<file path="config.mk">
export PLATFORM = sky130hd
export DESIGN_NAME = tron_round_ctrl
export DESIGN_NICKNAME = d
export VERILOG_FILES = /design/src/rtl/tron_round_ctrl.sv
export SDC_FILE = /design/constraint.sdc
export NUM_CORES = 1
export LEC_CHECK = 0
export ABC_AREA = 1
export CORE_MARGIN = 5
export CORE_UTILIZATION = 25
export DETAILED_ROUTE_END_ITERATION = 12
export PLACE_DENSITY = 0.39
export RECOVER_POWER = 25
export SLEW_MARGIN = 20
export SYNTH_ARGS = -nofsm -noshare
export SYNTH_HDL_FRONTEND = slang
export SYNTH_SLANG_ARGS = --single-unit
</file>
<file path="constraint.sdc">
create_clock -name CLOCK_50 -period 3.2 [get_ports CLOCK_50]
set_input_delay 0.48 -clock CLOCK_50 [delete_from_list [all_inputs] [get_ports CLOCK_50]]
set_output_delay 0.48 -clock CLOCK_50 [all_outputs]
set_load 0.02 [all_outputs]
</file>
<file path="src/rtl/tron_round_ctrl.sv">
// Round sequencer for the tron game: scores crashes, freezes play, sweeps the arena
// to black one pixel per clock, runs the start countdown and releases motion.
module tron_round_ctrl #(
  parameter int X_MIN        = 11,
  parameter int X_MAX        = 148,
  parameter int Y_MIN        = 18,
  parameter int Y_MAX        = 107,
  parameter int HOLD_CYCLES  = 50000000,
  parameter int COUNT_CYCLES = 50000000,
  parameter int COUNT_STEPS  = 3
) (
  input  logic       CLOCK_50,
  input  logic       resetn,
  input  logic       p1_crash,
  input  logic       p2_crash,
  input  logic       start,
  output logic       move_en,
  output logic       round_reset,
  output logic       clr_plot,
  output logic [7:0] clr_x,
  output logic [6:0] clr_y,
  output logic [1:0] countdown,
  output logic [1:0] result,
  output logic [3:0] p1_ones,
  output logic [3:0] p1_tens,
  output logic [3:0] p2_ones,
  output logic [3:0] p2_tens
);

  localparam logic [7:0]  X_MIN_C    = 8'(X_MIN);
  localparam logic [7:0]  X_MAX_C    = 8'(X_MAX);
  localparam logic [6:0]  Y_MIN_C    = 7'(Y_MIN);
  localparam logic [6:0]  Y_MAX_C    = 7'(Y_MAX);
  localparam logic [31:0] HOLD_LAST  = 32'(HOLD_CYCLES - 1);
  localparam logic [31:0] COUNT_LAST = 32'(COUNT_CYCLES - 1);
  localparam logic [1:0]  STEPS_C    = 2'(COUNT_STEPS);

  typedef enum logic [1:0] {
    S_CLEAR,
    S_COUNTDOWN,
    S_PLAY,
    S_HOLD
  } state_t;

  state_t      state_q,       state_d;
  logic [31:0] cnt_q,         cnt_d;
  logic [7:0]  clr_x_q,       clr_x_d;
  logic [6:0]  clr_y_q,       clr_y_d;
  logic        clr_plot_q,    clr_plot_d;
  logic        move_en_q,     move_en_d;
  logic        round_reset_q, round_reset_d;
  logic [1:0]  countdown_q,   countdown_d;
  logic [1:0]  result_q,      result_d;
  logic [7:0]  p1_score_q,    p1_score_d;   // {tens, ones} BCD
  logic [7:0]  p2_score_q,    p2_score_d;

  // BCD +1 that holds at 99.
  function automatic logic [7:0] bcd_inc(input logic [7:0] v);
    logic [7:0] r;
    r = v;
    if (v == 8'h99)
      r = v;
    else if (v[3:0] == 4'd9)
      r = {v[7:4] + 4'd1, 4'd0};
    else
      r = {v[7:4], v[3:0] + 4'd1};
    return r;
  endfunction

  // NOTE: state is updated with non-blocking assignments so every register samples
  // the same pre-edge values; the reset here is synchronous, so it sits inside the edge.
  always_ff @(posedge CLOCK_50) begin
    if (!resetn) begin
      state_q       <= S_CLEAR;
      cnt_q         <= '0;
      clr_x_q       <= X_MIN_C;
      clr_y_q       <= Y_MIN_C;
      clr_plot_q    <= 1'b0;
      move_en_q     <= 1'b0;
      round_reset_q <= 1'b1;
      countdown_q   <= 2'd0;
      result_q      <= 2'b00;
      p1_score_q    <= 8'h00;
      p2_score_q    <= 8'h00;
    end else begin
      state_q       <= state_d;
      cnt_q         <= cnt_d;
      clr_x_q       <= clr_x_d;
      clr_y_q       <= clr_y_d;
      clr_plot_q    <= clr_plot_d;
      move_en_q     <= move_en_d;
      round_reset_q <= round_reset_d;
      countdown_q   <= countdown_d;
      result_q      <= result_d;
      p1_score_q    <= p1_score_d;
      p2_score_q    <= p2_score_d;
    end
  end

  // NOTE: every _d gets its hold value first so no path through this block can infer a latch.
  always_comb begin
    state_d       = state_q;
    cnt_d         = cnt_q;
    clr_x_d       = clr_x_q;
    clr_y_d       = clr_y_q;
    clr_plot_d    = clr_plot_q;
    move_en_d     = move_en_q;
    round_reset_d = round_reset_q;
    countdown_d   = countdown_q;
    result_d      = result_q;
    p1_score_d    = p1_score_q;
    p2_score_d    = p2_score_q;

    unique case (state_q)
      S_CLEAR: begin
        // Only the post-reset entry arrives with plot low; it starts the sweep here.
        if (!clr_plot_q) begin
          clr_plot_d = 1'b1;
        end else if (clr_x_q == X_MAX_C) begin
          clr_x_d = X_MIN_C;
          if (clr_y_q == Y_MAX_C) begin
            clr_y_d     = Y_MIN_C;
            clr_plot_d  = 1'b0;
            state_d     = S_COUNTDOWN;
            countdown_d = STEPS_C;
            cnt_d       = '0;
          end else begin
            clr_y_d = clr_y_q + 7'd1;
          end
        end else begin
          clr_x_d = clr_x_q + 8'd1;
        end
      end

      S_COUNTDOWN: begin
        if (cnt_q == COUNT_LAST) begin
          cnt_d = '0;
          if (countdown_q <= 2'd1) begin
            state_d       = S_PLAY;
            countdown_d   = 2'd0;
            round_reset_d = 1'b0;
            move_en_d     = 1'b1;
          end else begin
            countdown_d = countdown_q - 2'd1;
          end
        end else begin
          cnt_d = cnt_q + 32'd1;
        end
      end

      S_PLAY: begin
        if (start) begin
          state_d       = S_CLEAR;
          clr_plot_d    = 1'b1;
          clr_x_d       = X_MIN_C;
          clr_y_d       = Y_MIN_C;
          round_reset_d = 1'b1;
          move_en_d     = 1'b0;
          cnt_d         = '0;
        end else if (p1_crash || p2_crash) begin
          state_d   = S_HOLD;
          move_en_d = 1'b0;
          cnt_d     = '0;
          if (p1_crash && p2_crash) begin
            result_d = 2'b11;
          end else if (p1_crash) begin
            result_d   = 2'b10;
            p2_score_d = bcd_inc(p2_score_q);
          end else begin
            result_d   = 2'b01;
            p1_score_d = bcd_inc(p1_score_q);
          end
        end
      end

      S_HOLD: begin
        if (start || cnt_q == HOLD_LAST) begin
          state_d       = S_CLEAR;
          clr_plot_d    = 1'b1;
          clr_x_d       = X_MIN_C;
          clr_y_d       = Y_MIN_C;
          round_reset_d = 1'b1;
          move_en_d     = 1'b0;
          cnt_d         = '0;
        end else begin
          cnt_d = cnt_q + 32'd1;
        end
      end
    endcase
  end

  assign move_en     = move_en_q;
  assign round_reset = round_reset_q;
  assign clr_plot    = clr_plot_q;
  assign clr_x       = clr_x_q;
  assign clr_y       = clr_y_q;
  assign countdown   = countdown_q;
  assign result      = result_q;
  assign p1_ones     = p1_score_q[3:0];
  assign p1_tens     = p1_score_q[7:4];
  assign p2_ones     = p2_score_q[3:0];
  assign p2_tens     = p2_score_q[7:4];

endmodule

</file>
==> summary.md <==
| Metric | Value |
|---|---|
| H-tree lvl count | 3 |
| Share of layout cells above drive strength 1 | 0.06022 |
| Syn Area/Cell | 6.290 um^2 |
| Slowest stage delay, CP | 480 ps |
| Initial Utilization | 0.2535 |
| Clk sink count | 72 |
| WL/cell | 12.40 um |
| Top_reg_cell synth | dfxtp_1 |
| DR pass1 iterations | 4 |
| Largest net degree at the start of global routing | 25 |
| GRT Total Usage | 0.1216 |
| Post-synthesis sequential area ratio | 0.3441 |
| Yosys reg bits | 72 |
| Worst skew pair latency | 340 ps |
| RSZ-0062 raised after global routing | no |
| Slowest cell on crit path | nor2_4 |
| Distinct cells, synth | 35 |
| Remaining global-route overflow | 0 |
| Setup Skew | 6.050 ps |
| Fin nets | 723 |
| Num CTS Buffers | 9 |
| I/O Buffers | 42 |
| Maximum clock rate | 400.9 MHz |
| Finished Layout Cells | 934 |
| Crit path max-delay family | simple AND/OR/NAND/NOR gates |
| Die area | 19440 um^2 |
| DR vias | 4118 |
| Final wirelength | 11580 um |
| Required time worst endpoint | 3440 ps |
| Met2 Wirelength | 5185 um |
| MaxCap Viol Count | 0 |
| Pwr Density | 394.9 nW/um^2 |
| Status | finished, final reports clean |
| Row cnt | 47 |
| CTS tree | done |
| Max Used Layer | met4 |
| Antenna Nets Post-Route | 0 |
| Crit path capture type | flip-flop |
| Mapped Area | 4189 um^2 |
| Clk buf depth | 2 |
| Total core area | 16520 um^2 |
| Vias per inst | 4.409 |
| Syn_nets | 679 |
| Post-Syn Instances | 666 |
| Vias in the first global route | 3861 |
| Initial antenna violation count | 0 |
| First-pass GRT wire length | 19310 um |
| Tcrit/Tclk final | 0.7795 |
| Crit path time final | 2495 ps |
| HPWL Detailed | 8596 um |
| DR iter-0 viols | 212 |
| Async S/R FF share, synth | 0 |
| Type of the worst min-delay path | flip-flop to flip-flop |
| Slew Limit Fails | 0 |
| Startpoint types | flip-flop |
| Clk root buf | clkbuf_16 |
| Ys Warns | 0 |
| TNS Setup | 0 ps |
| Crit-path most repeated cell | nand2_1 |
| Min-Delay Path Depth | 2 |
| Placed cell count | 919 |
| CP max FO | 22 |
| Crit path depth | 11 |
| Hold Fails Final Rpt | 0 |
| Clock Pin Slew Worst Setup and Hold Paths | 60 ps |
| Ports | 43 |
| Number of antenna diodes | 0 |
| Post-CTS setup buffers | 0 |
| Post-cts hold buffer count | 0 |
| Max VDD drop | 0.2536 mV |
| R2R cell count | 11 |
| Setup-failing EPs final | 0 |
| Most frequent cells in the layout | nand2_1, nor2_1, inv_1 |
| M1 WL | 5782 um |
| Area Growth Syn to Fin | 21.77% |
| Crit path arrival time | 2740 ps |
| Kind of critical path | flip-flop to flip-flop |
| Post-CTS sizing | 0 |
| Most common cell after layout, fill and taps aside | nand2_1 |
| Critical path buffer and inverter count | 3 |
| Gpl congestion | 0.7934 |
| Number of synthesized flops with an enable pin | 0 |
| Chip width | 139.4 um |
| Worst-margin pin slew | 584.5 ps |
| Met3 wire len | 406 um |
| Relative slew slack | 0.6095 |
| Final Power | 2.014 mW |
| Leak pwr | 2.105 nW |
| Cell Chain, Critical Path | buf_4, inv_1, nor2_1, nand2_1, o21ai_2, nor2_4, nand2_1, nand2_1, nor2_1, nand2_1, inv_1 |
| Post-route DRC violation count | 0 |
| Die height | 139.4 um |
-- tightest hold or removal path: stages, from the launching register on --
cell     delay, ps
dfxtp_1        300
nand2_1         60
a21oi_1         60
-- metal layers --
layer,global-route usage,vias up
li1,-,2192
met1,0.1598,1859
met2,0.1924,50
met3,0.03225,17
met4,0.04377,0
met5,0,-
-- power by group --
group	total (mW)	internal, mW	switching (mW)	leakage [nW]
combinational	0.0938	0.0357	0.0581	1.38
sequential	0.913	0.903	0.00926	0.582
clock	1.01	0.617	0.392	0.145
total	2.01	1.56	0.459	2.10
-- stage by stage --
| step | instance area [um^2] | worst slack [ps] | hold slack [ps] | utilization |
|---|---|---|---|---|
| floorplan | 4189 | 1324 | 460.2 | - |
| global placement | 4823 | 667.5 | 468.6 | 0.2919 |
| detailed placement | 4823 | 617.0 | 461.4 | 0.2919 |
| CTS | 5111 | 714.8 | 475.3 | 0.3093 |
| global route | 5101 | 440.5 | 484.9 | 0.3087 |
| finish | 5101 | 705.5 | 466.9 | 0.3087 |
-- cell type report --
cell class,instances,area (um^2)
Tap cell,220,275.3
Multi-Input combinational cell,486,2293
Fill cell,1808,11420
Clock inverter,4,45.04
Clock buffer,11,242.7
Inverter,96,360.3
Sequential cell,72,1441
Timing Repair Buffer,45,442.9
-- logic make-up (layout without fill, tap and decap cells) --
kind of cell / Yosys count / in the layout / share of synthesized area
compound gates: 64 / 64 / 0.08363
flops: 72 / 72 / 0.3441
buf+inv: 108 / 156 / 0.1060
fa+ha+maj: 8 / 8 / 0.02390
simple gates: 405 / 405 / 0.4235
xor+xnor: 9 / 9 / 0.01882
-- sequential cells by signal, indices dropped and copies added, names as in the netlist --
signal and cells:
clr_plot 1, clr_x 8, clr_y 7, cnt_q 32, countdown 2, move_en 1, p1_score_q 8, p2_score_q 8
result 2, round_reset 1, state_q 2
-- Yosys cell counts (4+ instances only) --
library cell  number  area, um^2
dfxtp_1           72        1441
buf_6              4       45.04
inv_1             91       341.6
nand4_1           16       100.1
a21oi_1           35       175.2
nor3_1            27       135.1
o21ai_0           19       95.09
nor2_2             8       50.05
inv_2              4       15.01
clkbuf_1           4       15.01
nand3_1           46       230.2
nand2_1          182       683.2
ha_1               8       100.1
nand2_2            4       25.02
nor2_1           108       405.4
xor2_1             7       61.31
-- path summary, 6_finish.rpt --
kind	end	startpoint	slack [ps]
worst max-delay path	cnt_q[24]	state_q[1]	710
worst min-delay path	result[0]	result[0]	470
worst max register to register	cnt_q[24]	state_q[1]	710
worst min register to register	result[0]	result[0]	470
Power figures use the tool's default switching activity.
